## src/rtl/capture_bank_if.sv

```systemverilog
// Signal bundle between the detector/reader side (master) and the capture
// bank controller (slave): capture inputs, RAM write port and bank status.
interface capture_bank_if #(
  parameter int IDX_W  = 8,
  parameter int BANK_W = 1
);
  localparam int NUM_BANKS = 2**BANK_W;

  logic                    signal_detected;
  logic                    sample_valid;
  logic [NUM_BANKS-1:0]    bank_release;

  logic                    we;
  logic [BANK_W+IDX_W-1:0] addr_in;
  logic [BANK_W-1:0]       bank;
  logic [NUM_BANKS-1:0]    bank_full;
  logic [IDX_W-1:0]        idx_final;
  logic [BANK_W-1:0]       done_bank;
  logic                    frame_done;
  logic                    memorization_completed;
  logic                    overflow;
  logic [7:0]              drop_count;
  logic [1:0]              state_reg;

  modport master (
    output signal_detected, sample_valid, bank_release,
    input  we, addr_in, bank, bank_full, idx_final, done_bank,
           frame_done, memorization_completed, overflow, drop_count, state_reg
  );

  modport slave (
    input  signal_detected, sample_valid, bank_release,
    output we, addr_in, bank, bank_full, idx_final, done_bank,
           frame_done, memorization_completed, overflow, drop_count, state_reg
  );
endinterface

```

## src/rtl/capture_bank_controller.sv

```systemverilog
// Round-robin multi-bank capture controller: writes detected samples into
// DEPTH-word banks, rolls over on fill and holds full banks until released.
module capture_bank_controller #(
  parameter int DEPTH  = 200,
  parameter int IDX_W  = 8,
  parameter int BANK_W = 1
) (
  input  logic           clk,
  input  logic           reset,
  capture_bank_if.slave  bus
);
  localparam int NUM_BANKS = 2**BANK_W;
  localparam logic [IDX_W-1:0] LAST_IDX = IDX_W'(DEPTH - 1);

  typedef enum logic [1:0] {
    IDLE    = 2'd0,
    CAPTURE = 2'd1,
    DONE    = 2'd2
  } state_t;

  state_t               state;
  logic [IDX_W-1:0]     idx;
  logic [BANK_W-1:0]    bank_q;
  logic [BANK_W-1:0]    done_bank_q;
  logic [BANK_W-1:0]    nxt;
  logic [NUM_BANKS-1:0] full_q;
  logic [NUM_BANKS-1:0] set_mask;
  logic [IDX_W-1:0]     idx_final_q;
  logic [7:0]           drop_q;
  logic [7:0]           drop_inc;
  logic                 sd_prev;
  logic                 write_now;
  logic                 frame_done_q;
  logic                 mem_done_q;
  logic                 overflow_q;

  assign nxt       = bank_q + BANK_W'(1);
  assign write_now = (state == CAPTURE) && bus.signal_detected && bus.sample_valid;
  assign drop_inc  = (drop_q == 8'hFF) ? drop_q : drop_q + 8'd1;

  // Bank being closed this cycle; the full flag set takes priority over a release.
  always_comb begin
    // NOTE: every always_comb output gets a default first so no path leaves it unassigned, which would infer a latch.
    set_mask = '0;
    if (state == CAPTURE) begin
      if (write_now && idx == LAST_IDX)
        set_mask[bank_q] = 1'b1;
      else if (!bus.signal_detected && idx != '0)
        set_mask[bank_q] = 1'b1;
    end
  end

  always_ff @(posedge clk) begin
    // NOTE: registered state uses non-blocking assignments so every flop samples pre-edge values.
    if (reset) begin
      state        <= IDLE;
      idx          <= '0;
      bank_q       <= BANK_W'(NUM_BANKS - 1);
      full_q       <= '0;
      idx_final_q  <= '0;
      done_bank_q  <= '0;
      drop_q       <= '0;
      sd_prev      <= 1'b0;
      frame_done_q <= 1'b0;
      mem_done_q   <= 1'b0;
      overflow_q   <= 1'b0;
    end else begin
      frame_done_q <= 1'b0;
      mem_done_q   <= 1'b0;
      overflow_q   <= 1'b0;
      sd_prev      <= bus.signal_detected;
      full_q       <= (full_q & ~bus.bank_release) | set_mask;

      case (state)
        IDLE: begin
          if (bus.signal_detected) begin
            if (!full_q[nxt]) begin
              bank_q <= nxt;
              idx    <= '0;
              state  <= CAPTURE;
            end else if (!sd_prev) begin
              // Blocked retries while the signal stays high are not recounted.
              overflow_q <= 1'b1;
              drop_q     <= drop_inc;
            end
          end
        end

        CAPTURE: begin
          if (write_now) begin
            if (idx == LAST_IDX) begin
              idx_final_q  <= LAST_IDX;
              done_bank_q  <= bank_q;
              frame_done_q <= 1'b1;
              if (!full_q[nxt]) begin
                bank_q <= nxt;
                idx    <= '0;
              end else begin
                overflow_q <= 1'b1;
                drop_q     <= drop_inc;
                mem_done_q <= 1'b1;
                state      <= DONE;
              end
            end else begin
              idx <= idx + IDX_W'(1);
            end
          end else if (!bus.signal_detected) begin
            if (idx != '0) begin
              idx_final_q  <= idx - IDX_W'(1);
              done_bank_q  <= bank_q;
              frame_done_q <= 1'b1;
            end
            mem_done_q <= 1'b1;
            state      <= DONE;
          end
        end

        DONE:    state <= IDLE;
        default: state <= IDLE;
      endcase
    end
  end

  assign bus.we                     = write_now;
  assign bus.addr_in                = {bank_q, idx};
  assign bus.bank                   = bank_q;
  assign bus.bank_full              = full_q;
  assign bus.idx_final              = idx_final_q;
  assign bus.done_bank              = done_bank_q;
  assign bus.frame_done             = frame_done_q;
  assign bus.memorization_completed = mem_done_q;
  assign bus.overflow               = overflow_q;
  assign bus.drop_count             = drop_q;
  assign bus.state_reg              = state;
endmodule

```

## src/flat_wrapper.sv

```systemverilog
// flat-port wrapper written by rule: the top's interface ports become plain ports
module capture_bank_controller_flat 
#(
  parameter int DEPTH  = 200,
  parameter int IDX_W  = 8,
  parameter int BANK_W = 1
)
  (clk, reset, bus_signal_detected, bus_sample_valid, bus_bank_release, bus_we, bus_addr_in, bus_bank, bus_bank_full, bus_idx_final, bus_done_bank, bus_frame_done, bus_memorization_completed, bus_overflow, bus_drop_count, bus_state_reg);
  capture_bank_if #(.IDX_W(IDX_W), .BANK_W(BANK_W)) bus_i ();
  input  logic clk;
  input  logic reset;
  input wire logic [$bits(bus_i.signal_detected)-1:0] bus_signal_detected;
  input wire logic [$bits(bus_i.sample_valid)-1:0] bus_sample_valid;
  input wire logic [$bits(bus_i.bank_release)-1:0] bus_bank_release;
  output wire logic [$bits(bus_i.we)-1:0] bus_we;
  output wire logic [$bits(bus_i.addr_in)-1:0] bus_addr_in;
  output wire logic [$bits(bus_i.bank)-1:0] bus_bank;
  output wire logic [$bits(bus_i.bank_full)-1:0] bus_bank_full;
  output wire logic [$bits(bus_i.idx_final)-1:0] bus_idx_final;
  output wire logic [$bits(bus_i.done_bank)-1:0] bus_done_bank;
  output wire logic [$bits(bus_i.frame_done)-1:0] bus_frame_done;
  output wire logic [$bits(bus_i.memorization_completed)-1:0] bus_memorization_completed;
  output wire logic [$bits(bus_i.overflow)-1:0] bus_overflow;
  output wire logic [$bits(bus_i.drop_count)-1:0] bus_drop_count;
  output wire logic [$bits(bus_i.state_reg)-1:0] bus_state_reg;
  assign bus_i.signal_detected = bus_signal_detected;
  assign bus_i.sample_valid = bus_sample_valid;
  assign bus_i.bank_release = bus_bank_release;
  assign bus_we = bus_i.we;
  assign bus_addr_in = bus_i.addr_in;
  assign bus_bank = bus_i.bank;
  assign bus_bank_full = bus_i.bank_full;
  assign bus_idx_final = bus_i.idx_final;
  assign bus_done_bank = bus_i.done_bank;
  assign bus_frame_done = bus_i.frame_done;
  assign bus_memorization_completed = bus_i.memorization_completed;
  assign bus_overflow = bus_i.overflow;
  assign bus_drop_count = bus_i.drop_count;
  assign bus_state_reg = bus_i.state_reg;
  capture_bank_controller #(.DEPTH(DEPTH), .IDX_W(IDX_W), .BANK_W(BANK_W)) u_core (.clk(clk), .reset(reset), .bus(bus_i));
endmodule
```

## config.mk

```make
export PLATFORM = sky130hd
export DESIGN_NAME = capture_bank_controller_flat
export DESIGN_NICKNAME = d
export VERILOG_FILES = /design/src/rtl/capture_bank_if.sv /design/src/rtl/capture_bank_controller.sv /design/src/flat_wrapper.sv
export SDC_FILE = /design/constraint.sdc
export NUM_CORES = 1
export LEC_CHECK = 0
export CAP_MARGIN = 0
export CORE_MARGIN = 5
export CORE_UTILIZATION = 50
export DETAILED_ROUTE_END_ITERATION = 7
export PLACE_DENSITY = 0.83
export REMOVE_ABC_BUFFERS = 1
export SLEW_MARGIN = 0
export SYNTH_ARGS = -nofsm -noshare
export SYNTH_HDL_FRONTEND = slang
export SYNTH_SLANG_ARGS = --single-unit
```

## constraint.sdc

```tcl
create_clock -name clk -period 2.31 [get_ports clk]
set_input_delay 0.462 -clock clk [delete_from_list [all_inputs] [get_ports clk]]
set_output_delay 0.462 -clock clk [all_outputs]
set_load 0.005 [all_outputs]
```

==> impl_metrics.tcl, run 1 <==
set metrics [dict create \
    die_area_um2 5060 \
    min_to "u_core.bus.idx_final[4]$_SDFFE_PP0P_" \
    grt_antenna_before_repair 0 \
    ff2ff_setup_slack_ns 0.40 \
    dp_cells 299 \
    numCtsBuffers 5 \
    grt-ovfl-total 0 \
    ios 41 \
    seq_area_frac_synth_pct 36.4 \
    yosysWarnings 0 \
    cts_tree "yes" \
    rsz0062_at_grt "no" \
    grt_use_total_pct 19.0 \
    worstSetupStartpointType "primary input" \
    fin_crit_sh_pct 94.8 \
    die_h_um 71.2 \
    tightest_slew_ns 0.598 \
    grt_pass1_wl_um 8090 \
    synth_cells 209 \
    dpl.hpwl_um 3410 \
    worst-r2r-cell-count 5 \
    yosysUniqueCellTypes 53 \
    fin_crit_ns 2.19 \
    setup.worst_path.class "primary input to output port" \
    power.density_nw_per_um2 474 \
    synth_area_leader_cell "dfxtp_1" \
    diodes 0 \
    critPathArrivalTime_ns 1.73 \
    synthToLayoutAreaGrowth_pct 32.3 \
    r2r_end "u_core.bus.drop_count[2]$_SDFFE_PP0P_" \
    final_net_count 267 \
    start_util_pct 51.5 \
    slew_headroom_pct 59.7 \
    routedWlPerCell_um 14.9 \
    drt_iter0_markers 118 \
    rows 22 \
    end_kind "output port" \
    reg2reg_from "u_core.idx[1]$_SDFFE_PP0P_" \
    globalplace.congestion 0.925 \
    required_ns 1.85 \
    synth-edff-count 0 \
    clk_pin_slew_worst_paths_ns 0.08 \
    ys.flop_type "dfxtp_1" \
    routed_wirelength_um 4570 \
    grt_pass1_vias 1793 \
    cp_max_fo 3 \
    setup_viol_count_final 0 \
    status "complete, no violations" \
    drc 0 \
    max_freq_mhz 457 \
    vias 1790 \
    clock_sinks 34 \
    ir_worst_vdd_v 0.000390 \
    worstHoldPathCells 2 \
    fillers 313 \
    hold_path.class "flip-flop to flip-flop" \
    cts_max_level 2 \
    clk_root_buffer_cell "clkbuf_8" \
    postSynthAreaPerCell_um2 8.95 \
    synth_area_um2 1870 \
    async_flop_share_pct 0 \
    layout-drive-gt1-share_pct 16.2 \
    worstHoldStart "u_core.bus.idx_final[4]$_SDFFE_PP0P_" \
    slew_violations 0 \
    cts_hold_buffers 0 \
    cts_resized 0 \
    die_w_um 71.2 \
    p_leak_nw 0.905 \
    finalNonFillerCells 307 \
    cts_post_setup_buffers_inserted 0 \
    finalSetupTns_ns 0 \
    clockBufferDepth 2 \
    viasPerCell 5.83 \
    finalHoldViolCount 0 \
    synth_top_area_share_pct 36.4 \
    antenna_left 0 \
    portBuffers 40 \
    firstDrtPassIters 4 \
    synth-seq-cells 34 \
    grt_max_degree 23 \
    fin_skew_ns 0.00875 \
    max_cap_violations 0 \
    clock_latency_ns 0.28 \
    synth_area_leaders "dfxtp_1 (36%), nand2b_1 (4.7%), a311oi_1 (3.7%), mux2_2 (3.6%), nand3_1 (3.5%)" \
    core_um2 3630 \
]
[worst max-delay path by stage]
stage                               start                                     to  slack (ns)  cells past startpoint
2_1_floorplan  u_core.idx[0]$_SDFFE_PP0P_  u_core.bus.drop_count[2]$_SDFFE_PP0P_        0.49                      5
3_3_place_gp             bus_sample_valid                                 bus_we        0.11                      4
3_5_place_dp          bus_signal_detected  u_core.bus.drop_count[2]$_SDFFE_PP0P_        0.08                      5
4_1_cts                  bus_sample_valid                                 bus_we        0.12                      4
5_1_grt               bus_signal_detected                                 bus_we        0.08                      4
6_report                 bus_sample_valid                                 bus_we        0.12                      4
[report_power, final]
part / total (W) / internal [W] / switching (W) / leakage (nW)
sequential: 0.000603 / 0.000593 / 0.0000100 / 0.275
clock: 0.000458 / 0.000240 / 0.000218 / 0.0472
combinational: 0.000112 / 0.0000576 / 0.0000546 / 0.583
total: 0.00117 / 0.000890 / 0.000283 / 0.905
[cell usage after synthesis, types with 2 or more instances]
master and n:
a2111oi_0 2, nor2_1 9, a211oi_1 4, mux2i_1 2, nand4_1 2, a21oi_1 11, ha_1 3, and3_1 7
mux2_2 6, o21ai_0 2, dfxtp_1 34, or3_1 3, a31oi_1 2, o31a_1 3, nand2_1 7, a311oi_1 8
nand2b_1 14, nor3_1 7, o2bb2ai_1 2, xnor2_1 4, nor3b_1 2, inv_1 3, buf_6 3, nand3_1 13
clkbuf_1 12, a41oi_1 2, nor4_1 7, nor2b_1 10
[kinds of logic (layout without fill, tap and decap cells)]
kind of cell             Yosys count  count (layout)  share of synthesized area, %
buffers and inverters             20              70                          5.42
adder cells (fa/ha/maj)            3               3                          2.01
XOR/XNOR                           5               5                          2.34
multiplexers                       8               8                          4.68
flip-flops                        34              34                          36.4
AO/OA/AOI/OAI                     48              48                          20.4
AND/OR/NAND/NOR                   91              91                          28.8
[worst max-delay path: stages]
cell             delay (ns)
clkdlybuf4s50_1        0.53
nand4b_2               0.16
inv_2                  0.08
clkdlybuf4s50_1        0.49
[metal layers]
metal | share of wire [%] | wire (µm) | global-route usage (%)
met1 | 46 | 2120 | 25.6
met2 | 46 | 2100 | 31.0
met3 | 7.5 | 345 | 4.26
met4 | 0.17 | 8 | 4.18
met5 | 0 | 0 | 0
[through the flow]
stage	utilization [%]	setup slack [ns]	power, W	hold slack [ns]	instance area [µm²]
floorplan	-	0.489	0.000664	0.454	1780
global placement	65.5	0.110	0.000726	0.451	2380
detailed placement	65.5	0.0838	0.000728	0.460	2380
CTS	68.1	0.117	0.00118	0.471	2470
global route	68.1	0.0842	0.00122	0.484	2470
finish	68.1	0.120	0.00117	0.468	2470
[cell usage in the layout (no fill, tap or decap), drive strengths merged, types with 2 or more instances in the layout]
master,count
clkdlybuf4s50,40
ha,3
a2111oi,2
nor2b,10
xnor2,4
a211oi,4
mux2i,2
buf,18
o2bb2ai,2
nor3,8
a31oi,2
clkbuf,6
o21ai,4
dfxtp,34
o31a,3
mux2,6
a21oi,12
a311oi,8
and3,7
nor4,7
nand2,7
nand4,2
inv,4
nand3,13
nand2b,14
nor2,9
or3,3
nor3b,3
a41oi,2
[layout make-up]
class | count | area (µm²) | area share (%)
Tap cell | 48 | 60.1 | 2.43
Inverter | 4 | 15.0 | 0.607
Clock inverter | 2 | 12.5 | 0.506
Multi-Input combinational cell | 155 | 1090 | 44.0
Timing Repair Buffer | 58 | 536 | 21.6
Clock buffer | 6 | 82.6 | 3.34
Sequential cell | 34 | 681 | 27.5
(Power assumes the default switching activity.)
==> inputs of run 2 (changes only) <==
Settings changed: CAP_MARGIN 0 to default.
==> results of run 2 <==
No change in the layout: final DEF, timing and power equal those of run 1.
